[src/rtl/descrambler_frame_ctrl.sv]
// ----------------------------------------------------------------------------
// descrambler_frame_ctrl
//
// Frame-sync controller that sits in front of the serial descrambler. It hunts
// for a fixed sync word in the received bit stream. At each frame boundary it
// pulses a reseed to the descrambler. It then forwards exactly one payload's
// worth of bits with the descrambler enable high, and checks the sync word that
// follows. A hit/miss flywheel decides when frame lock is declared and dropped.
//
// Ports
//   clk           system clock, rising edge
//   rst           synchronous active-high reset
//   enable        master enable; low forces HUNT and clears all counters
//   serial_in     received serial bit
//   serial_valid  serial_in carries a bit this cycle
//   desc_rst      one-cycle reseed pulse to the descrambler rst input
//   desc_enable   descrambler enable, high once per forwarded payload bit
//   desc_data     payload bit forwarded to the descrambler serial input
//   frame_start   one-cycle frame marker, coincident with desc_rst
//   locked        frame lock status
//   miss_cnt      consecutive sync misses seen while locked (saturates at 3)
//
// Every output is registered. Each output shows the effect of an accepted bit
// one cycle after that bit.
// ----------------------------------------------------------------------------
module descrambler_frame_ctrl #(
    parameter int                SYNC_W      = 16,
    parameter logic [SYNC_W-1:0] SYNC_WORD   = 16'hA5C3,
    parameter int                PAYLOAD_LEN = 64,
    parameter int                LOCK_HITS   = 3,
    parameter int                MISS_MAX    = 2
) (
    input  logic       clk,
    input  logic       rst,
    input  logic       enable,
    input  logic       serial_in,
    input  logic       serial_valid,
    output logic       desc_rst,
    output logic       desc_enable,
    output logic       desc_data,
    output logic       frame_start,
    output logic       locked,
    output logic [1:0] miss_cnt
);

    localparam int BIT_CNT_W  = $clog2(PAYLOAD_LEN + 1);
    localparam int HIT_CNT_W  = $clog2(LOCK_HITS + 1);
    localparam int SYNC_CNT_W = $clog2(SYNC_W + 1);

    typedef enum logic [1:0] {
        HUNT    = 2'd0,
        PAYLOAD = 2'd1,
        CHECK   = 2'd2
    } state_t;

    state_t                  state,    state_next;
    logic [SYNC_W-1:0]       sr,       sr_next;
    logic [BIT_CNT_W-1:0]    bit_cnt,  bit_cnt_next;
    logic [SYNC_CNT_W-1:0]   sync_cnt, sync_cnt_next;
    logic [HIT_CNT_W-1:0]    hit_cnt,  hit_cnt_next;
    logic [1:0]              miss_cnt_next;
    logic                    locked_next;

    logic                    desc_rst_next;
    logic                    desc_enable_next;
    logic                    desc_data_next;

    // Window that includes the bit being accepted this cycle. The match
    // decision is taken on it before sr itself is updated.
    logic [SYNC_W-1:0]       shifted;
    logic                    match;
    logic                    accept;
    logic                    last_payload_bit;
    logic                    last_sync_bit;
    logic [HIT_CNT_W-1:0]    hit_inc;
    logic [1:0]              miss_inc;

    assign shifted          = {sr[SYNC_W-2:0], serial_in};
    assign match            = (shifted == SYNC_WORD);
    assign accept           = enable && serial_valid;
    assign last_payload_bit = (bit_cnt == BIT_CNT_W'(PAYLOAD_LEN - 1));
    assign last_sync_bit    = (sync_cnt == SYNC_CNT_W'(SYNC_W - 1));

    // hit_cnt stops at LOCK_HITS. miss_cnt stops at 3, the largest value its
    // 2-bit output can show.
    assign hit_inc  = (int'(hit_cnt) >= LOCK_HITS) ? hit_cnt : hit_cnt + HIT_CNT_W'(1);
    assign miss_inc = (miss_cnt == 2'd3) ? 2'd3 : miss_cnt + 2'd1;

    // ------------------------------------------------------------------------
    // State and output registers
    // ------------------------------------------------------------------------
    always_ff @(posedge clk) begin
        if (rst) begin
            state       <= HUNT;
            sr          <= '0;
            bit_cnt     <= '0;
            sync_cnt    <= '0;
            hit_cnt     <= '0;
            miss_cnt    <= '0;
            locked      <= 1'b0;
            desc_rst    <= 1'b0;
            desc_enable <= 1'b0;
            desc_data   <= 1'b0;
            frame_start <= 1'b0;
        end else begin
            state       <= state_next;
            sr          <= sr_next;
            bit_cnt     <= bit_cnt_next;
            sync_cnt    <= sync_cnt_next;
            hit_cnt     <= hit_cnt_next;
            miss_cnt    <= miss_cnt_next;
            locked      <= locked_next;
            desc_rst    <= desc_rst_next;
            desc_enable <= desc_enable_next;
            desc_data   <= desc_data_next;
            frame_start <= desc_rst_next;
        end
    end

    // ------------------------------------------------------------------------
    // Next-state and counter logic
    // ------------------------------------------------------------------------
    always_comb begin
        state_next    = state;
        sr_next       = sr;
        bit_cnt_next  = bit_cnt;
        sync_cnt_next = sync_cnt;
        hit_cnt_next  = hit_cnt;
        miss_cnt_next = miss_cnt;
        locked_next   = locked;

        if (!enable) begin
            state_next    = HUNT;
            sr_next       = '0;
            bit_cnt_next  = '0;
            sync_cnt_next = '0;
            hit_cnt_next  = '0;
            miss_cnt_next = '0;
            locked_next   = 1'b0;
        end else if (serial_valid) begin
            unique case (state)
                HUNT: begin
                    // sr stops shifting once a sync is found. A sync word
                    // that overlaps itself therefore resolves to the first
                    // match.
                    sr_next = shifted;
                    if (match) begin
                        state_next   = PAYLOAD;
                        bit_cnt_next = '0;
                        hit_cnt_next = HIT_CNT_W'(1);
                        if (LOCK_HITS == 1) begin
                            locked_next = 1'b1;
                        end
                    end
                end

                PAYLOAD: begin
                    if (last_payload_bit) begin
                        state_next    = CHECK;
                        bit_cnt_next  = '0;
                        sync_cnt_next = '0;
                        sr_next       = '0;
                    end else begin
                        bit_cnt_next = bit_cnt + BIT_CNT_W'(1);
                    end
                end

                CHECK: begin
                    sr_next = shifted;
                    if (last_sync_bit) begin
                        sync_cnt_next = '0;
                        if (match) begin
                            hit_cnt_next  = hit_inc;
                            miss_cnt_next = '0;
                            if (int'(hit_inc) >= LOCK_HITS) begin
                                locked_next = 1'b1;
                            end
                            state_next = PAYLOAD;
                        end else if (!locked) begin
                            hit_cnt_next = '0;
                            state_next   = HUNT;
                        end else if (int'(miss_inc) == MISS_MAX) begin
                            locked_next   = 1'b0;
                            hit_cnt_next  = '0;
                            miss_cnt_next = '0;
                            state_next    = HUNT;
                        end else begin
                            // Flywheel: keep framing on the expected
                            // boundary even though this sync was corrupted.
                            miss_cnt_next = miss_inc;
                            state_next    = PAYLOAD;
                        end
                    end else begin
                        sync_cnt_next = sync_cnt + SYNC_CNT_W'(1);
                    end
                end

                default: begin
                    state_next = HUNT;
                end
            endcase
        end
    end

    // ------------------------------------------------------------------------
    // Output decode (registered in the state register process)
    // ------------------------------------------------------------------------
    always_comb begin
        desc_rst_next    = 1'b0;
        desc_enable_next = 1'b0;
        desc_data_next   = 1'b0;

        // A reseed marks every accepted transition into PAYLOAD. That covers
        // the first sync found in HUNT, a good sync in CHECK, and a flywheel
        // miss.
        if (accept && (state_next == PAYLOAD) && (state != PAYLOAD)) begin
            desc_rst_next = 1'b1;
        end

        if (accept && (state == PAYLOAD)) begin
            desc_enable_next = 1'b1;
            desc_data_next   = serial_in;
        end
    end

endmodule

[config.mk]
export PLATFORM = sky130hd
export DESIGN_NAME = descrambler_frame_ctrl
export DESIGN_NICKNAME = d
export VERILOG_FILES = /design/src/rtl/descrambler_frame_ctrl.sv
export SDC_FILE = /design/constraint.sdc
export NUM_CORES = 1
export LEC_CHECK = 0
export CORE_MARGIN = 3
export CORE_UTILIZATION = 57
export DETAILED_ROUTE_END_ITERATION = 6
export PLACE_DENSITY = 0.77
export SLEW_MARGIN = 20
export SYNTH_ARGS = -nofsm -noshare
export SYNTH_HDL_FRONTEND = slang
export SYNTH_SLANG_ARGS = --single-unit
[constraint.sdc]
create_clock -name clk -period 2.1 [get_ports clk]
set_input_delay 0.315 -clock clk [delete_from_list [all_inputs] [get_ports clk]]
set_output_delay 0.315 -clock clk [all_outputs]
set_load 0.02 [all_outputs]
==> out/summary.txt <==
drt first-iter violations = 58
power per cell area = 653 nW/um2
HP Class = reg2reg
slew margin rel. = 55.8%
register-to-register setup slack = 0.25 ns
global-route wire length before repair = 5.82 mm
worst slew pin tran = 0.662 ns
Synth Instances = 169
worst-path fanout max = 4
final critical-path share of the clock period = 88.2%
status = complete, no violations
hold-fix buffers at CTS = 0
hold depth = 2
Core Area = 2610 um2
startpoint type of the worst setup path = flop
RD Place Congestion = 0.830
die footprint = 3560 um2
CTS max path bufs = 2
placed insts = 212
Critical R2R Launch = bit_cnt[0]$_SDFFE_PP0P_
mean post-synth cell area = 9.71 um2
worst-skew pair later-pin latency = 0.35 ns
CP required = 2.34 ns
Net Sw Frac = 21.7%
CTS buffer count = 5
Seq pwr share = 56.6%
row count = 18
hold path startpoint = sync_cnt[4]$_SDFFE_PP0P_
critical path class = reg2reg
Crit path largest cell delay = 0.41 ns
TritonRoute pass-1 iters = 4
Worst setup EP type = flop
FF+latch count, synth = 37
initial antenna violation count = 0
setup_tns = 0 ns
Top Family by Delay on Critical Path = simple AND/OR/NAND/NOR gates
Post-Syn Nets = 176
P_sw = 0.000270 W
Die Ht = 59.7 um
Port Buf Inserts = 11
initial core utilization = 62.8%
Routed wire per std cell = 15.0 um
# IOs = 12
Int Pwr = 0.000972 W
Total GRT Usage = 21.6%
cells along the critical path = ha_1 -> nand3_1 -> buf_4 -> nor4b_1 -> o21ai_0 -> a21oi_1 -> nor2_1
Worst Clk Skew = 0.0142 ns
Worst VDD drop = 0.000599 V
WP buf/inv = 1
clk sinks = 37
Syn-to-layout area delta = 15.9%
Fin. Hold Viols = 0
vias post-DR = 1,343
n_diodes = 0
Detailed Place HPWL = 2.47 mm
gr ovfl total = 0
area of the multi-input gates = 860 um2
sequential area share after synthesis = 45.1%
Clk pwr share = 39.7%
# nets final = 196
CTS tree = done
Tmin final = 1.85 ns
Die Wd = 59.7 um
RSZ-0062 raised after global routing = no
Root Driver = clkbuf_4
Worst-path clk slew = 0.11 ns
largest net degree at the start of global routing = 16
Combinational Power Share = 3.7%
H-tree depth = 2
WL final = 3.31 mm
Setup Buffers After CTS = 0
total of max-cap violations = 0
layout cell share with drive strength beyond 1 = 17.4%
Max Clock Freq = 540 MHz
RR Endpoint = sync_cnt[0]$_SDFFE_PP0P_
Slew Limit Fails = 0
cts repair resizes = 0
total area of sequential cells = 741 um2
Filler cells = 197
synthesized cell area = 1640 um2
Vias/cell = 6.10
Final setup viols = 0
detailed-route DRC error count = 0
Reg2Reg Depth = 7
Netlist cell types = 41
antenna viol nets, final = 0
critical path arrival = 2.09 ns
slowest stage cell, crit path = nor4b_1
Hold Path Sink = sync_cnt[4]$_SDFFE_PP0P_
final std cells w/o fill = 220
Ys Warns = 0
vias in the first global route = 1,270
P_leak = 0.676 nW
## cells by family after synthesis
group / Yosys count / synth area share, %
DFF: 37 / 45.1
AOI/OAI and AO/OA: 47 / 21.9
and+or+nand+nor: 69 / 25.4
xor gates and xnor gates: 4 / 2.13
muxes: 2 / 1.22
adders and majority gates: 2 / 1.52
buffers and inverters: 8 / 2.74
## cell type report
cell class | count | share of cell area [%]
clock buffers | 5 | 1.97
clock inverters | 3 | 2.43
inverters | 1 | 0.197
multi-input cells | 124 | 45.2
flip-flops and latches | 37 | 38.9
well taps | 30 | 1.97
repair buffers | 20 | 9.34
## metal layers
layer / vias to the layer above / track usage [%] / wire length (um) / share of wire [%]
met3: 5 / 3.89 / 123 / 3.7
li1: 670 / - / - / -
met2: 26 / 32.7 / 1580 / 48
met4: 0 / 10.1 / 55 / 1.7
met5: - / 0 / 0 / 0
met1: 642 / 29.7 / 1550 / 47
## worst reg2reg max path, stage by stage (launching register included)
cell	delay, ns
dfxtp_1	0.38
ha_1	0.18
nand3_1	0.11
buf_4	0.16
nor4b_1	0.41
o21ai_0	0.26
a21oi_1	0.19
nor2_1	0.06
## worst max path at each step
stage / startpoint / endpoint / slack (ns) / depth (start not counted)
after global routing: bit_cnt[0]$_SDFFE_PP0P_ / sync_cnt[0]$_SDFFE_PP0P_ / 0.17 / 7
after global placement: rst / sr[10]$_SDFFE_PP0P_ / 0.09 / 4
after floorplan: bit_cnt[0]$_SDFFE_PP0P_ / sr[14]$_SDFFE_PP0P_ / 0.45 / 6
after detailed placement: rst / sr[11]$_SDFFE_PP0P_ / 0.005 / 4
after CTS: bit_cnt[0]$_SDFFE_PP0P_ / sr[6]$_SDFFE_PP0P_ / 0.10 / 5
final: bit_cnt[0]$_SDFFE_PP0P_ / sync_cnt[0]$_SDFFE_PP0P_ / 0.25 / 7
## state kept, by name (all words and copies together) (netlist names)
register     cells
frame_start      1
hit_cnt          2
state            2
miss_cnt         2
bit_cnt          7
desc_enable      1
sr              15
locked           1
desc_data        1
sync_cnt         5
## metrics by stage
step	util (%)	hold WS, ns	setup slack (ns)	power (W)	instance area [um2]
2_1_floorplan	-	0.407	0.449	0.000744	1640
3_3_place_gp	69.5	0.418	0.0876	0.000762	1820
3_5_place_dp	69.5	0.426	0.00539	0.000763	1820
4_1_cts	72.7	0.441	0.101	0.00125	1900
5_1_grt	72.8	0.474	0.172	0.00129	1900
6_report	72.8	0.446	0.247	0.00124	1900
## power by group through the flow
stage | clock network, W | logic, W | registers (W)
floorplan | 0 | 0.0000256 | 0.000719
global placement | 0 | 0.0000429 | 0.000719
detailed placement | 0 | 0.0000444 | 0.000719
CTS | 0.000506 | 0.0000447 | 0.000703
global route | 0.000538 | 0.0000491 | 0.000704
finish | 0.000493 | 0.0000455 | 0.000703
## Yosys cell counts
cell	n	area, um2
nor4b_4	2	47.6
and4_2	1	10.0
nand2b_1	4	25.0
a221oi_2	1	15.0
a41oi_4	1	27.5
nand4b_1	1	8.76
a211oi_1	1	7.51
and2_1	1	6.26
a32oi_1	1	8.76
a21oi_1	11	55.1
clkbuf_1	1	3.75
nor3b_2	1	12.5
a22o_2	2	20.0
a22o_1	13	114
nor2_1	14	52.6
nand3_1	6	30.0
nor3_1	6	30.0
ha_1	2	25.0
a22oi_1	2	15.0
o21ai_2	1	8.76
xnor2_1	4	35.0
nor4b_1	1	8.76
mux2i_1	2	20.0
dfxtp_1	37	741
buf_4	3	22.5
nand4_2	1	12.5
inv_1	1	3.75
o21ai_0	8	40.0
a31o_2	1	8.76
nand4_1	1	6.26
nor4_4	1	21.3
a31oi_1	2	12.5
o41ai_1	1	8.76
nor3_2	1	10.0
nor2_2	2	12.5
a311oi_1	1	8.76
nand2_1	19	71.3
nor2b_1	5	31.3
buf_2	3	15.0
and4b_1	2	20.0
a41oi_1	1	8.76
## layout by cell type (no fill, tap or decap), types with 4 or more instances in the layout
| cell type | Yosys | final |
|---|---|---|
| a21oi_1 | 11 | 10 |
| a22o_1 | 13 | 13 |
| buf_4 | 3 | 9 |
| clkbuf_4 | 0 | 5 |
| clkdlybuf4s50_1 | 0 | 11 |
| dfxtp_1 | 37 | 37 |
| nand2_1 | 19 | 19 |
| nand2b_1 | 4 | 4 |
| nand3_1 | 6 | 6 |
| nor2_1 | 14 | 14 |
| nor2b_1 | 5 | 5 |
| nor3_1 | 6 | 6 |
| o21ai_0 | 8 | 8 |
| xnor2_1 | 4 | 4 |
(Power assumes the default switching activity.)
